## src/rtl/fnd_pkg.sv

```systemverilog
// Shared types and helpers for the FND scan controller.
package fnd_pkg;

  localparam int unsigned NUM_DIGITS = 8;

  typedef enum logic [1:0] {
    IDLE,
    BLANK,
    DRIVE
  } state_t;

  // Next set mask bit circularly above cur; returns cur when it is the only
  // set bit (or when the mask is empty).
  function automatic logic [2:0] next_digit(input logic [2:0] cur,
                                            input logic [7:0] mask);
    logic [2:0] idx;
    logic       found;
    next_digit = cur;
    found      = 1'b0;
    for (int unsigned i = 1; i <= NUM_DIGITS; i++) begin
      idx = cur + 3'(i);
      if (!found && mask[idx]) begin
        next_digit = idx;
        found      = 1'b1;
      end
    end
  endfunction

  // Active-low one-hot anode pattern for a digit index.
  function automatic logic [7:0] onehot_low(input logic [2:0] idx);
    onehot_low = ~(8'd1 << idx);
  endfunction

endpackage

```

## src/rtl/fnd_tick_gen.sv

```systemverilog
// Dwell prescaler: counts 0..DIV-1 and wraps; clr forces the count to 0.
module fnd_tick_gen #(
  parameter int unsigned DIV = 10,
  parameter int unsigned CW  = $clog2(DIV)
) (
  input  logic          clk,
  input  logic          reset,
  input  logic          clr,
  output logic [CW-1:0] count,
  output logic          dwell_tick
);

  assign dwell_tick = (count == CW'(DIV - 1));

  // Free-running modulo-DIV counter with synchronous clear.
  always_ff @(posedge clk) begin
    if (reset || clr) begin
      count <= '0;
    end else if (dwell_tick) begin
      count <= '0;
    end else begin
      count <= count + 1'b1;
    end
  end

endmodule

```

## src/rtl/fnd_scan_ctrl.sv

```systemverilog
// Time-multiplexed scan controller for an 8-digit 7-segment display.
// Optional macro FND_DIM_EN adds a 3-bit `bright` input that trims the
// anode-on portion of each DRIVE interval in eighths.
module fnd_scan_ctrl
  import fnd_pkg::*;
#(
  parameter int unsigned CLK_HZ       = 100_000_000,
  parameter int unsigned SCAN_HZ      = 1000,
  parameter int unsigned BLANK_CYCLES = 16,
  parameter int unsigned NUM_DIGITS   = 8
) (
  input  logic       clk,
  input  logic       reset,
  input  logic       en,
  input  logic [7:0] digit_mask,
`ifdef FND_DIM_EN
  input  logic [2:0] bright,
`endif
  output logic [2:0] sel,
  output logic [7:0] an_n,
  output logic       frame_done
);

  localparam int unsigned DIV = CLK_HZ / SCAN_HZ;
  localparam int unsigned CW  = $clog2(DIV);

  if (NUM_DIGITS != fnd_pkg::NUM_DIGITS) begin : g_bad_digits
    $error("fnd_scan_ctrl: NUM_DIGITS must be 8");
  end
  if (BLANK_CYCLES < 1 || DIV < BLANK_CYCLES + 2) begin : g_bad_timing
    $error("fnd_scan_ctrl: need BLANK_CYCLES >= 1 and DIV >= BLANK_CYCLES+2");
  end

  state_t        state_q, state_n;
  logic [2:0]    sel_n;
  logic [2:0]    nd;
  logic          fd_n;
  logic [7:0]    an_nxt;
  logic          clr;
  logic          lit;
  logic [CW-1:0] count;
  logic          dwell_tick;

  fnd_tick_gen #(
    .DIV (DIV),
    .CW  (CW)
  ) u_tick (
    .clk        (clk),
    .reset      (reset),
    .clr        (clr),
    .count      (count),
    .dwell_tick (dwell_tick)
  );

`ifdef FND_DIM_EN
  logic [2:0]  bright_q;
  logic [2:0]  bright_eff;
  logic [31:0] off_n;
  logic [31:0] duty;

  // Anode-on window for the cycle being registered: offset into DRIVE is
  // predicted from the current count because outputs are registered.
  always_comb begin
    bright_eff = (state_q == BLANK) ? bright : bright_q;
    off_n      = (state_q == DRIVE) ? (32'(count) + 32'd1 - BLANK_CYCLES) : '0;
    duty       = ((32'(bright_eff) + 32'd1) * (DIV - BLANK_CYCLES)) >> 3;
    lit        = (off_n < duty);
  end

  // Brightness is latched on entry to DRIVE so it is stable for the dwell.
  always_ff @(posedge clk) begin
    if (reset) begin
      bright_q <= '0;
    end else if (state_q == BLANK && state_n == DRIVE) begin
      bright_q <= bright;
    end
  end
`else
  assign lit = 1'b1;
`endif

  // Next-state, next-digit and registered-output precomputation.
  always_comb begin
    state_n = state_q;
    sel_n   = sel;
    fd_n    = 1'b0;
    clr     = 1'b0;
    nd      = next_digit(sel, digit_mask);
    if (!en || digit_mask == '0) begin
      state_n = IDLE;
      clr     = 1'b1;
    end else begin
      unique case (state_q)
        IDLE: begin
          sel_n   = next_digit(3'd7, digit_mask);
          state_n = BLANK;
          clr     = 1'b1;
        end
        BLANK, DRIVE: begin
          if (!digit_mask[sel]) begin
            // Current digit withdrawn: skip ahead now rather than wait out the dwell.
            sel_n   = nd;
            fd_n    = (nd <= sel);
            state_n = BLANK;
            clr     = 1'b1;
          end else if (state_q == BLANK && count == CW'(BLANK_CYCLES - 1)) begin
            state_n = DRIVE;
          end else if (state_q == DRIVE && dwell_tick) begin
            sel_n   = nd;
            fd_n    = (nd <= sel);
            state_n = BLANK;
          end
        end
        default: begin
          state_n = IDLE;
          clr     = 1'b1;
        end
      endcase
    end
    an_nxt = 8'hFF;
    if (state_n == DRIVE && lit) begin
      an_nxt = onehot_low(sel_n);
    end
  end

  // State and output registers.
  always_ff @(posedge clk) begin
    if (reset) begin
      state_q    <= IDLE;
      sel        <= '0;
      an_n       <= 8'hFF;
      frame_done <= 1'b0;
    end else begin
      state_q    <= state_n;
      sel        <= sel_n;
      an_n       <= an_nxt;
      frame_done <= fd_n;
    end
  end

endmodule

```

## config.mk

```make
export PLATFORM = sky130hd
export DESIGN_NAME = fnd_scan_ctrl
export DESIGN_NICKNAME = d
export VERILOG_FILES = /design/src/rtl/fnd_pkg.sv /design/src/rtl/fnd_tick_gen.sv /design/src/rtl/fnd_scan_ctrl.sv
export SDC_FILE = /design/constraint.sdc
export NUM_CORES = 1
export LEC_CHECK = 0
export ABC_AREA = 0
export CORE_ASPECT_RATIO = 0.8
export CORE_MARGIN = 2
export CORE_UTILIZATION = 53
export DETAILED_ROUTE_END_ITERATION = 12
export GPL_TIMING_DRIVEN = 0
export PLACE_DENSITY = 0.75
export SYNTH_ARGS = -nofsm -noshare
export SYNTH_HDL_FRONTEND = slang
export SYNTH_SLANG_ARGS = --single-unit
```

## constraint.sdc

```tcl
create_clock -name clk -period 3.75 [get_ports clk]
set_input_delay 0.5625 -clock clk [delete_from_list [all_inputs] [get_ports clk]]
set_output_delay 0.5625 -clock clk [all_outputs]
set_load 0.1 [all_outputs]
```

==> results.py, run 1 <==
metrics = {
    "outcome": {
        "outcome": "completed",
    },
    "clock_network": {
        "clkTransAtPathRegs_ps": 70,
        "cts_root_buf": "clkbuf_8",
        "numCtsBuffers": 5,
        "cts_hold_buf": 0,
        "cts_sinks": 31,
        "cts_tree": "done",
        "cts.path.max_buffers": 2,
        "cts_max_level": 2,
        "insertion_delay_ps": 280,
    },
    "sta": {
        "max_clock_freq_ghz": 0.275,
        "drv_slew": 0,
        "relSlewSlack_pct": 34.9,
        "fin_crit_ps": 3640,
        "clock_skew_ps": 5.57,
        "worstMarginPinSlew_ps": 974,
        "finalHoldViolations": 0,
        "fin_ws_ps": 114,
        "setup_viol": 0,
        "min_period_over_period_pct": 97.0,
        "hold_slack_ps": 448,
        "setup-tns-final_ps": 0,
    },
    "min_path": {
        "hold_class": "register to register",
        "holdPathEnd": "u_tick.count[0]$_SDFF_PP0_",
        "hold_path_depth": 1,
        "min-delay-start": "u_tick.count[0]$_SDFF_PP0_",
    },
    "pwr": {
        "ir_drop_uv": 338,
        "p_sw_w": 0.000358,
        "sw_frac_of_total_pct": 32.3,
        "seqPwrFrac_pct": 30.5,
        "powerDensity_nw_per_um2": 344,
        "p_leak_nw": 1.14,
        "p_int_w": 0.000749,
        "pwr-share-comb_pct": 38.9,
        "p_clk_share_pct": 30.6,
    },
    "cells_and_area": {
        "drive_gt1_share_pct": 22.6,
        "diodes": 0,
        "layout.nets": 360,
        "finalNonFillerCells": 402,
        "utilization_pct": 64.7,
        "area_growth_pct": 19.1,
    },
    "synth": {
        "synth_ff_type": "dfxtp_1",
        "ys_warn_count": 0,
        "netlist_instances": 306,
        "async_flop_share_pct": 0,
        "synthesis.area_um2": 2710,
        "syn_area_per_cell_um2": 8.84,
        "synth-seq-cells": 31,
        "synth_cell_type_count": 67,
        "synth_edf_count": 0,
        "syn_nets": 327,
        "seq_area_frac_synth_pct": 22.9,
    },
    "worst_setup_path": {
        "reg2reg_from": "sel[1]$_SDFF_PP0_",
        "cp_data_required_time_ps": 3950,
        "slowest_stage": "mux4_2",
        "r2r_end": "frame_done$_SDFF_PP0_",
        "max_stage_delay_ps": 520,
        "crit_chain": "clkinv_4 -> ha_4 -> mux4_2 -> mux2_4 -> or3_4 -> a31o_1 -> and3b_4 -> or3_4 -> ha_4 -> a21o_1 -> a21oi_1 -> a31oi_1 -> nor3_1",
        "path_max_fanout": 8,
        "reg2reg_slack_ps": 110,
        "reg2reg_depth": 13,
        "worstPathArrival_ps": 3830,
        "end_kind": "register",
        "startpoint_type": "register",
        "critPathKind": "register to register",
    },
    "global_routing": {
        "grt_max_degree": 15,
        "grt_first_pass_wirelength_um": 10700,
        "antenna_found_initial": 0,
        "grt_pass1_vias": 2149,
        "grt_usage_pct": 24.0,
        "grt_remaining_overflow": 0,
    },
    "routing": {
        "dr.pass1.iters": 7,
        "wire_per_inst_um": 16.7,
        "via_per_inst": 6.16,
        "remaining_drc_errors": 0,
        "drt-initial-drc-count": 209,
        "num_vias": 2476,
        "drt-total-wl_um": 6710,
        "antenna_left": 0,
    },
    "die": {
        "start_util_pct": 54.4,
        "placementRows": 23,
        "die_h_um": 67.9,
        "die_area_um2": 5700,
        "core_area_um2": 4980,
        "die_w_um": 83.9,
        "pin_count": 23,
    },
    "placed_design": {
        "dpl.cell_count": 388,
        "preCtsSetupSlack_ps": -462,
        "gp_congestion": 0.937,
        "portBuffers": 20,
        "dp_hpwl_um": 4860,
    },
    "flow_run": {
        "cap_violations": 0,
    },
}
-- power groups by stage --
stage | clock [W] | sequential (W) | combinational (W)
after floorplan | 0 | 0.000362 | 0.000283
after global placement | 0 | 0.000345 | 0.000376
after detailed placement | 0 | 0.000345 | 0.000378
after CTS | 0.000345 | 0.000338 | 0.000393
after global routing | 0.000360 | 0.000338 | 0.000461
final | 0.000338 | 0.000338 | 0.000431
-- per-layer routing --
metal | global-route usage, % | share of wire [%] | up-vias
met5 | 0 | 0 | -
met3 | 5.19 | 8.4 | 2
li1 | - | - | 1190
met2 | 35.9 | 44 | 122
met4 | 4.23 | 0.31 | 0
met1 | 36.1 | 47 | 1162
-- how the worst max path moves through the flow --
stage / slack [ps] / depth (start not counted) / end / from
floorplan: -260 / 17 / frame_done$_SDFF_PP0_ / sel[0]$_SDFF_PP0_
global placement: -450 / 17 / frame_done$_SDFF_PP0_ / sel[0]$_SDFF_PP0_
detailed placement: -460 / 17 / frame_done$_SDFF_PP0_ / sel[0]$_SDFF_PP0_
CTS: -80 / 15 / frame_done$_SDFF_PP0_ / sel[0]$_SDFF_PP0_
global route: -20 / 13 / frame_done$_SDFF_PP0_ / sel[1]$_SDFF_PP0_
finish: 110 / 13 / frame_done$_SDFF_PP0_ / sel[1]$_SDFF_PP0_
-- state kept, by name (all words and copies together), names as in the netlist --
signal	count
sel	3
frame_done	1
u_tick.count	17
an_n	8
state_q	2
-- per-stage QoR --
stage / cell area, um^2 / total power, W
3_3_place_gp: 3000 / 0.000721
6_report: 3220 / 0.00111
3_5_place_dp: 3000 / 0.000723
5_1_grt: 3220 / 0.00116
2_1_floorplan: 2720 / 0.000645
4_1_cts: 3170 / 0.00108
-- cells by family (layout without fill, tap and decap cells) --
| logic type | count (synthesis) | in the layout | share of synthesized area, % |
|---|---|---|---|
| mux | 29 | 29 | 18.5 |
| xor+xnor | 18 | 18 | 5.83 |
| compound gates | 55 | 55 | 15.9 |
| buf+inv | 34 | 68 | 8.60 |
| flops | 31 | 31 | 22.9 |
| simple gates | 129 | 129 | 23.7 |
| fa+ha+maj | 10 | 10 | 4.62 |
-- cell usage after synthesis (2+ instances only) --
cell       n  area [um^2]
dfxtp_1   31          621
nand2_1   26         97.6
nand2b_1   5         31.3
o221ai_1   2         17.5
mux2_2     5         56.3
nor2_1    43          161
mux4_2    13          293
nand3_1   14         70.1
buf_6      7         78.8
nand4_1    5         31.3
clkbuf_8   3         41.3
nand3b_1   2         15.0
and3_1     3         18.8
o221ai_2   2         30.0
a221oi_1   3         26.3
nor2b_1    2         12.5
clkinv_1   2         7.51
nor3_1     6         30.0
or2_2      3         18.8
o21ai_0   11         55.1
xnor2_1    9         78.8
clkbuf_1   4         15.0
ha_1      10          125
o211ai_1   5         37.5
or3_1      4         25.0
a31o_2     2         17.5
nand4b_1   5         43.8
a31oi_1    7         43.8
buf_4      2         15.0
and2_1     2         12.5
mux4_1     2         52.6
mux2i_1    7         70.1
a21oi_1    3         15.0
xor2_1     9         78.8
clkbuf_2   3         15.0
nor4_1     3         18.8
inv_1     11         41.3
-- repair_timing --
action / CTS / global route
pin swaps: 4 / 6
resized for setup: 13 / 5
endpoints found under the setup margin: 1 / 1
hold endpoints to repair: 0 / 0
setup buffers: 3 / 6
-- cells in the final DEF (no fill, tap or decap), types with 5 or more instances in the layout --
master and count:
nand4b_1 5, xor2_1 9, nand2_1 26, mux2i_1 7
nand3_1 14, o211ai_1 5, nor3_1 6, inv_1 11
o21ai_0 11, clkbuf_8 9, a31oi_1 7, ha_1 8
xnor2_1 8, buf_4 11, nand4_1 5, nand2b_1 5
dfxtp_1 29, nor2_1 43, clkdlybuf4s50_1 20, mux4_2 14
-- critical path, delay by kind of cell, from the launching register on --
kind | cells | cell delay, ps
and+or+nand+nor | 4 | 1070
muxes | 2 | 810
adders and majority gates | 2 | 570
AOI/OAI and AO/OA | 4 | 560
DFF | 1 | 410
buffers and inverters | 1 | 130
-- area by class of cell --
class	count	area, um^2
Buffer	17	155
Sequential cell	31	628
Inverter	14	65.1
Tap cell	62	77.6
Fill cell	420	1760
Clock inverter	2	35.0
Clock buffer	6	82.6
Timing Repair Buffer	29	268
Multi-Input combinational cell	241	1910
No activity file was read; power rests on OpenSTA's default activity.
==> run 2: changes to the inputs <==
- PLACE_DENSITY: 0.75 -> 0.85
==> results.py, run 2 (same netlist as run 1, synthesis figures left out) <==
metrics = {
    "outcome": {
        "outcome": "completed",
    },
    "die": {
        "die_w_um": 83.9,
        "start_util_pct": 54.4,
        "core_area_um2": 4980,
        "die_h_um": 67.9,
        "pin_count": 23,
        "die_area_um2": 5700,
        "placementRows": 23,
    },
    "routing": {
        "drt-initial-drc-count": 292,
        "via_per_inst": 6.42,
        "remaining_drc_errors": 0,
        "dr.pass1.iters": 6,
        "num_vias": 2573,
        "wire_per_inst_um": 17.3,
        "drt-total-wl_um": 6940,
        "antenna_left": 0,
    },
    "worst_setup_path": {
        "crit_chain": "clkdlybuf4s50_1 -> buf_8 -> mux4_2 -> mux2_4 -> or3_4 -> a31o_1 -> and3b_4 -> or3_4 -> ha_4 -> a21o_1 -> a21oi_2 -> a31oi_1 -> nor3_1",
        "worstSetupStartpoint": "digit_mask[5]",
        "startpoint_type": "input port",
        "crit_top_cell": "or3_4",
        "max_stage_delay_ps": 480,
        "crit_buf_inv": 2,
        "worstPathArrival_ps": 3870,
        "end_kind": "register",
        "slowest_stage": "mux4_2",
        "critPathKind": "input port to register",
        "cp_top_family": "simple AND/OR/NAND/NOR gates",
        "cp_data_required_time_ps": 3940,
        "r2r_end": "frame_done$_SDFF_PP0_",
        "worst-path-stages": 13,
        "reg2reg_slack_ps": 90,
        "path_max_fanout": 10,
        "reg2reg_depth": 13,
        "reg2reg_from": "sel[1]$_SDFF_PP0_",
        "endpoint": "frame_done$_SDFF_PP0_",
    },
    "cells_and_area": {
        "final_cell_mix": "43 x nor2_1, 29 x dfxtp_1, 26 x nand2_1, 19 x clkdlybuf4s50_1",
        "largestRegisters": "u_tick.count (17), an_n (8), sel (3)",
        "fillers": 408,
        "stdcell_area_um2": 3220,
        "area_growth_pct": 18.9,
        "multi_input_area_um2": 1940,
        "drive_gt1_share_pct": 23.6,
        "final_common_cell": "nor2_1",
        "register_area_um2": 628,
        "largest_reg_flops": 17,
        "top_register": "u_tick.count",
        "layout.nets": 359,
        "diodes": 0,
    },
    "clock_network": {
        "cts_max_level": 2,
        "cts_root_buf": "clkbuf_8",
        "clkTransAtPathRegs_ps": 60,
        "numCtsBuffers": 5,
        "insertion_delay_ps": 280,
        "cts_tree": "done",
        "cts_sinks": 31,
        "cts.path.max_buffers": 2,
    },
    "global_routing": {
        "grt_remaining_overflow": 0,
        "grt_max_degree": 11,
        "grt_first_pass_wirelength_um": 10800,
        "grt_pass1_vias": 2332,
        "antenna_found_initial": 0,
        "grt_usage_pct": 23.7,
    },
    "pwr": {
        "pwr-share-comb_pct": 41.0,
        "sw_frac_of_total_pct": 33.7,
        "p_total_w": 0.00111,
        "p_sw_w": 0.000373,
        "powerDensity_nw_per_um2": 344,
        "p_clk_share_pct": 28.3,
        "seqPwrFrac_pct": 30.6,
        "ir_drop_uv": 245,
        "p_leak_nw": 1.14,
        "p_int_w": 0.000733,
    },
    "sta": {
        "worstMarginPinSlew_ps": 962,
        "max_clock_freq_ghz": 0.272,
        "fin_ws_ps": 74.2,
        "finalHoldViolations": 0,
        "clock_skew_ps": 10.2,
        "relSlewSlack_pct": 35.7,
        "setup-tns-final_ps": 0,
        "drv_slew": 0,
        "min_period_over_period_pct": 98.0,
        "fin_crit_ps": 3680,
        "hold_slack_ps": 449,
        "setup_viol": 0,
    },
    "placed_design": {
        "portBuffers": 20,
        "preCtsSetupSlack_ps": -467,
        "dp_hpwl_um": 4780,
        "placed_area_um2": 3000,
        "gp_congestion": 0.978,
    },
    "flow_run": {
        "cap_violations": 0,
    },
    "min_path": {
        "hold_class": "register to register",
    },
}
[run 2: how the worst min path moves through the flow]
stage	from	to	slack, ps	cells past startpoint
global placement	u_tick.count[0]$_SDFF_PP0_	u_tick.count[0]$_SDFF_PP0_	430	1
floorplan	u_tick.count[0]$_SDFF_PP0_	u_tick.count[0]$_SDFF_PP0_	420	1
global route	u_tick.count[0]$_SDFF_PP0_	u_tick.count[0]$_SDFF_PP0_	490	1
finish	u_tick.count[0]$_SDFF_PP0_	u_tick.count[0]$_SDFF_PP0_	450	1
detailed placement	u_tick.count[0]$_SDFF_PP0_	u_tick.count[0]$_SDFF_PP0_	450	1
CTS	u_tick.count[0]$_SDFF_PP0_	u_tick.count[0]$_SDFF_PP0_	460	1
[run 2: layer usage]
layer | vias up | share of wire, % | track usage, %
li1 | 1185 | - | -
met1 | 1200 | 42 | 30.2
met2 | 160 | 46 | 39.3
met3 | 28 | 9.1 | 7.72
met4 | 0 | 2.5 | 6.85
met5 | - | 0 | 0
[run 2: power groups by stage]
stage / Combinational (W) / Clock (W) / Sequential [W]
after detailed placement: 0.000379 / 0 / 0.000345
after global routing: 0.000479 / 0.000333 / 0.000339
after floorplan: 0.000283 / 0 / 0.000362
after CTS: 0.000403 / 0.000321 / 0.000337
after global placement: 0.000369 / 0 / 0.000345
final: 0.000454 / 0.000313 / 0.000339
[run 2: what timing repair did]
action / in CTS / in global routing
buffers inserted: 7 / 2
setup endpoints to repair: 1 / 1
pin swaps: 1 / 8
hold buffers: 0 / 0
resized for setup: 9 / 17
cloned: 0 / 0
[run 2: area by class of cell]
cell class              instances  area share, %
inverters                      14           1.87
clock inverters                 3           1.21
flip-flops and latches         31           19.5
repair buffers                 29           8.40
clock buffers                   5           2.14
plain buffers                  16           4.28
well taps                      62           2.41
multi-input cells             241           60.2
[run 2: stage by stage]
step | util, % | cells
after floorplan | - | 306
after global placement | 60.2 | 388
after detailed placement | 60.2 | 388
after CTS | 64.3 | 403
after global routing | 64.6 | 401
final | 64.6 | 401
[run 2: worst register-to-register path, delay by kind of cell, from the launching register on]
family	cells	cell delay, ps
AND/OR/NAND/NOR	4	1090
multiplexers	2	800
buffers and inverters	1	90
adder cells (fa/ha/maj)	2	600
flip-flops	1	400
AO/OA/AOI/OAI	4	600
